## src/rtl/data_path_p.sv

```systemverilog
// Accumulator datapath: IR/AC/PC registers, a 4-op ALU, flags and an address mux.
// Latency: ALU result and address are combinational; registers update on the next rising edge.
// Backpressure: none; the controller drives the load strobes directly every cycle.
// Optional scan chain through all state, enabled by macro DATA_PATH_SCAN_CHAIN_EN.
module data_path_p #(
  parameter int DATA_W = 8,
  parameter int OP_W   = 2
) (
  input  logic              clk,
  input  logic              rst,
  input  logic [DATA_W-1:0] data_bus_in,
  input  logic              ld_ir,
  input  logic              ld_ac,
  input  logic              ld_pc,
  input  logic              inc_pc,
  input  logic              clr_pc,
  input  logic              ac_src,
  input  logic [1:0]        alu_op,
  input  logic              ir_on_adr,
  input  logic              pc_on_adr,
`ifdef DATA_PATH_SCAN_CHAIN_EN
  input  logic              scan_en,
  input  logic              scan_in,
  output logic              scan_out,
`endif
  output logic [DATA_W-OP_W-1:0] adr_bus,
  output logic [OP_W-1:0]   op_code,
  output logic [DATA_W-1:0] data_bus_out,
  output logic              zero_flag,
  output logic              carry_flag
);

  localparam int ADR_W = DATA_W - OP_W;

  logic [DATA_W-1:0] ir;
  logic [DATA_W-1:0] ac;
  logic [ADR_W-1:0]  pc;
  logic              zf;
  logic              cf;

  logic [DATA_W-1:0] opb;
  logic [DATA_W:0]   sum;
  logic [DATA_W:0]   diff;
  logic [DATA_W-1:0] alu_res;
  logic              alu_cy;
  logic [DATA_W-1:0] ac_next;
  logic              cy_next;

  // Operand B is the IR address field, zero-extended to the data width.
  assign opb = {{OP_W{1'b0}}, ir[ADR_W-1:0]};

  // ALU: one extra bit on sum/difference gives carry-out and borrow directly.
  always_comb begin
    sum     = {1'b0, ac} + {1'b0, opb};
    diff    = {1'b0, ac} - {1'b0, opb};
    alu_res = ac;
    alu_cy  = 1'b0;
    case (alu_op)
      2'b01: begin
        alu_res = sum[DATA_W-1:0];
        alu_cy  = sum[DATA_W];
      end
      2'b10: begin
        alu_res = diff[DATA_W-1:0];
        alu_cy  = diff[DATA_W];
      end
      2'b11: begin
        alu_res = ac & opb;
        alu_cy  = 1'b0;
      end
      default: begin
        alu_res = ac;
        alu_cy  = 1'b0;
      end
    endcase
  end

  // AC source select; a memory load always clears carry.
  always_comb begin
    ac_next = ac_src ? alu_res : data_bus_in;
    cy_next = ac_src ? alu_cy  : 1'b0;
  end

  // State registers: reset wins, then scan shift (if built in), then functional loads.
  // All right-hand sides use pre-edge IR, so simultaneous ld_ir with ld_pc/ld_ac sees the old IR.
  always_ff @(posedge clk) begin
    if (rst) begin
      ir <= '0;
      ac <= '0;
      pc <= '0;
      zf <= 1'b0;
      cf <= 1'b0;
    end
`ifdef DATA_PATH_SCAN_CHAIN_EN
    else if (scan_en) begin
      ac <= {ac[DATA_W-2:0], scan_in};
      ir <= {ir[DATA_W-2:0], ac[DATA_W-1]};
      pc <= {pc[ADR_W-2:0], ir[DATA_W-1]};
      cf <= pc[ADR_W-1];
      zf <= cf;
    end
`endif
    else begin
      if (ld_ir) begin
        ir <= data_bus_in;
      end
      if (ld_ac) begin
        ac <= ac_next;
        zf <= (ac_next == '0);
        cf <= cy_next;
      end
      if (clr_pc) begin
        pc <= '0;
      end else if (ld_pc) begin
        pc <= ir[ADR_W-1:0];
      end else if (inc_pc) begin
        pc <= pc + ADR_W'(1);
      end
    end
  end

  // Address mux: IR field has priority over PC; idle bus reads as zero.
  always_comb begin
    if (ir_on_adr) begin
      adr_bus = ir[ADR_W-1:0];
    end else if (pc_on_adr) begin
      adr_bus = pc;
    end else begin
      adr_bus = '0;
    end
  end

  assign op_code      = ir[DATA_W-1 -: OP_W];
  assign data_bus_out = alu_res;
  assign zero_flag    = zf;
  assign carry_flag   = cf;

`ifdef DATA_PATH_SCAN_CHAIN_EN
  assign scan_out = zf;
`endif

endmodule
```

## config.mk

```make
export PLATFORM = sky130hd
export DESIGN_NAME = data_path_p
export DESIGN_NICKNAME = d
export VERILOG_FILES = /design/src/rtl/data_path_p.sv
export SDC_FILE = /design/constraint.sdc
export NUM_CORES = 1
export LEC_CHECK = 0
export ABC_AREA = 1
export ABC_CLOCK_PERIOD_IN_PS = 2400
export CORE_MARGIN = 4
export CORE_UTILIZATION = 53
export CTS_CLUSTER_DIAMETER = 100
export DETAILED_ROUTE_END_ITERATION = 16
export PLACE_DENSITY = 0.85
export SYNTH_ARGS = -nofsm -noshare
export SYNTH_HDL_FRONTEND = slang
export SYNTH_SLANG_ARGS = --single-unit
export TNS_END_PERCENT = 1
```

## constraint.sdc

```tcl
create_clock -name clk -period 2.4 [get_ports clk]
set_input_delay 0.6 -clock clk [delete_from_list [all_inputs] [get_ports clk]]
set_output_delay 0.6 -clock clk [all_outputs]
set_load 0.1 [all_outputs]
```

=== After elaboration in Yosys (flattened, before gate mapping) ===
Cells that the tools add are included.

* Register bits after elaboration: 24
* Input bits: 20
* Output and inout port bits: 18
* Logic and storage cells: 23

* $add $sub $neg: 3
* Equal/unequal tests: 3
* Muxes and demuxes: 8
* Bitwise logic cells: 1
* Reduce and logical (&&, ||, !) cells: 3

{| class="wikitable"
|+ Operator list
! operator !! count
|-
| $mux W6 || 4
|-
| $pmux W8 S3 || 1
|-
| $add A8 B6 Y9 || 1
|-
| $sub A8 B6 Y9 || 1
|-
| $and A8 B6 Y8 || 1
|-
| $logic_not A8 Y1 || 1
|-
| $mux W8 || 1
|-
| $add A6 B1 Y6 const B || 1
|-
| $eq A2 B2 Y1 const B || 2
|-
| $eq A2 B1 Y1 const B || 1
|-
| $pmux W1 S2 || 1
|-
| $reduce_bool A2 Y1 || 1
|-
| $reduce_or A2 Y1 || 1
|-
| $mux W1 || 1
|}

=== Logic depth before layout (Yosys ltp) ===
* Depth in word-level cells: 4
* Depth in mapped cells: 18

=== Worst setup path before layout ===
No wires, ideal clock.

* Path kind: input port to output port
* Start: input port ir_on_adr
* End: output port adr_bus[0]
* Arrival: 2.932 ns
* Setup slack: -1.132 ns
* Stages: 3
* Path buffers: 1
* Cells stage by stage: inv_1 -> clkbuf_1 -> o21ai_0

* Word-level cells in the longest chain between the ends: 1

{| class="wikitable"
|+ RTL lines
! element !! RTL line !! source
|-
| from (decl) || 19 || <nowiki>input logic ir_on_adr,</nowiki>
|-
| $mux W6 || 124 || <nowiki>if (ir_on_adr) begin</nowiki>
|-
| to (decl) || 26 || <nowiki>output logic [DATA_W-OP_W-1:0] adr_bus,</nowiki>
|}

Every way passes these cells.

=== Worst setup path after layout ===
* Start: register ir[0]
* End: output port data_bus_out[6]

* Word-level cells in the longest chain between the ends: 2

{| class="wikitable"
|+ RTL lines
! element !! RTL line !! source
|-
| from (decl) || 35 || <nowiki>logic [DATA_W-1:0] ir;</nowiki>
|-
| from (signal assigned) || 105 || <nowiki>ir <= data_bus_in;</nowiki>
|-
| $sub A8 B6 Y9 or $add A8 B6 Y9 (tied branches) || 55, 54 ||
|-
| $pmux W8 S3 (*) || 58 || <nowiki>case (alu_op)</nowiki>
|-
| to (decl) || 28 || <nowiki>output logic [DATA_W-1:0] data_bus_out,</nowiki>
|}

Every way passes the cells marked *; elsewhere a longest branch is shown, timed or not.

==> out/metrics.csv <==
metric,value,unit
status,"complete, but fails checks",
violations,negative setup slack,
clk_pin_slew,0.09,ns
drt-vias-per-instance,6.07,
grt_pass1_wl,11400,microns
rrSetupSlack,-0.20,ns
wl,8290,microns
layout_commonest_cell,nand2_1,
finish.utilization,0.861,
rsz0062_at_grt,true,
cts_buffers,3,
ys_types,27,
reg2reg_from,ir[0]$_SDFFE_PP0P_,
n_antenna_cell,0,
cts.sink_count,24,
endpoint_kind,output port,
yosysTopAreaCell,dfxtp_1,
critPathKind,flip-flop to output port,
pwr-share-clk,0.210,
fillers,181,
min_to,zero_flag$_SDFFE_PP0P_,
cap_violations,0,
ys_warn_count,0,
ys_ff_latch,24,
area_delta_synth_final,53.5,%
yosys.area.top_type_share,0.227,
cell_internal_pwr,1000,uW
p_sw_frac,0.419,
grt_max_degree,16,
synthCells,341,
synthTopCellsByArea,"dfxtp_1 23%, nand2_1 15%, ha_1 10%",
vias,2817,
syn_area,2110,sq um
avgSynthCellArea,6.20,sq um
required,1.80,ns
overflow,0,
fp.dieW,71.2,microns
regArea,493,sq um
grt_pass1_vias,2469,
cp-start-kind,flip-flop,
cp_max_fo,3,
reg2reg_to,zero_flag$_SDFFE_PP0P_,
initial_core_util,0.561,
ys_seq_area_frac,0.227,
coreArea,3770,sq um
die_h,71.2,microns
preCtsSetupSlack,-0.376,ns
drv_slew,0,
min-delay-start,zero_flag$_SDFFE_PP0P_,
cts_buffer_depth,2,
hp-class,flip-flop to flip-flop,
fin_hold_ws,0.511,ns
p_leak,0.00159,uW
clock_skew,0.00689,ns
die_area,5060,sq um
power.total,1730,uW
gp_congestion,0.915,
clkLatencyLatePin,0.27,ns
multi_input_comb_area,1530,sq um
grt.total_usage,0.276,
p_per_area,533,nW/um^2
numPortBuffers,37,
layout_common_cells,"75 x nand2_1, 52 x buf_4, 42 x inv_1",
num_io_pins,38,
place_hpwl,5040,microns
power.switching,725,uW
clockRootBuffer,clkbuf_8,
routedWlPerCell,17.9,microns
drcViolationCount,0,
period_share,1.15,
worst_pin_slew,0.441,ns
htree_levels,1,
crit_arrival,2.16,ns
hold_viol_final,0,
whs_path_depth,2,
layout.nets,456,
relSlewSlack,0.706,
final_antenna_net_count,0,
finalSetupViolCount,9,
rows,22,
drt_pre_antenna_iters,6,
vdd_drop_max,470,uV
seqPwrFrac,0.261,
synthesis.nets,380,
ctsHoldBuffers,0,
grt_antenna_before_repair,0,
finalCriticalPeriod,2.76,ns
drive_above_1_share,0.344,
drt-initial-drc-count,452,
cts_tree,built,
comb_power_share,0.528,
r2r_cells,16,
fmax,0.362,GHz
worst_slack,-0.363,ns
## flip-flops by register name, indices dropped and copies added, names as in the netlist
register	count
ac	8
ir	8
pc	6
carry_flag	1
zero_flag	1
## cell usage after synthesis
library cell,number
nor3_1,3
o21ai_0,25
nand4_1,2
clkbuf_1,4
a31oi_1,3
inv_1,56
nor2_1,20
inv_2,3
o211ai_1,5
o221ai_1,2
fa_1,2
nand3_1,41
and2_1,1
o41ai_1,1
buf_4,6
nor2_2,1
a21oi_1,22
or2_0,1
dfxtp_1,24
or2_2,2
ha_1,17
nand2_2,2
buf_2,2
a21oi_2,5
nand2_1,85
buf_6,2
xor2_1,4
## metrics by stage
stage,cells,TNS [ns],cell area [sq um]
after detailed placement,448,-3.37,2850
after CTS,457,-1.08,3080
final,464,-1.73,3250
after global placement,448,-2.79,2850
after floorplan,341,-3.30,2110
after global routing,464,-2.45,3250
## layout make-up
cell class / instances / area share
Inverter: 59 / 0.0698
Clock inverter: 1 / 0.00925
Tap cell: 48 / 0.0185
Sequential cell: 24 / 0.152
Timing Repair Buffer: 85 / 0.266
Clock buffer: 3 / 0.0127
Multi-Input combinational cell: 244 / 0.472
## worst max path at each step
stage | from | to
floorplan | ir_on_adr | adr_bus[0]
global placement | alu_op[0] | data_bus_out[1]
detailed placement | alu_op[0] | data_bus_out[0]
CTS | ir[0]$_SDFFE_PP0P_ | data_bus_out[6]
global route | ir[0]$_SDFFE_PP0P_ | data_bus_out[6]
finish | ir[0]$_SDFFE_PP0P_ | data_bus_out[6]
## kinds of logic (layout without fill, tap and decap cells)
logic type               Yosys count  in the layout  share of synthesized area
adder cells (fa/ha/maj)           19             19                      0.120
AO/OA/AOI/OAI                     63             63                      0.171
buffers and inverters             73            148                      0.149
XOR/XNOR                           4              4                     0.0166
flip-flops                        24             24                      0.227
AND/OR/NAND/NOR                  158            158                      0.317
## routing by layer
layer  GRT usage  up-vias  wire [microns]  share of wire
li1            -     1240               -              -
met1       0.369     1288            3010           0.36
met2       0.461      229            4000           0.48
met3      0.0384       60             856           0.10
met4      0.0793        0             428          0.052
met5           0        -               0              0
## timing repair
item	4_1_cts	5_1_grt
endpoints found under the setup margin	10	9
setup buffers	5	7
gates resized for setup	46	33
pin swaps	7	9
## power groups by stage
stage	clock network (uW)	logic, uW	registers [uW]
global route	381	960	454
CTS	355	817	448
finish	363	914	452
floorplan	0	467	455
global placement	0	745	451
detailed placement	0	758	453
## worst max-delay path, stage by stage (launching register included)
cell and delay [ns]:
dfxtp_4 0.41, ha_4 0.16, inv_2 0.05, fa_2 0.42, inv_2 0.09, nand3_2 0.09, nand3_2 0.08, nand2_1 0.08
nand3_2 0.09, nand3_2 0.10, and2_4 0.16, buf_12 0.16
No activity file was read; power rests on OpenSTA's default activity.
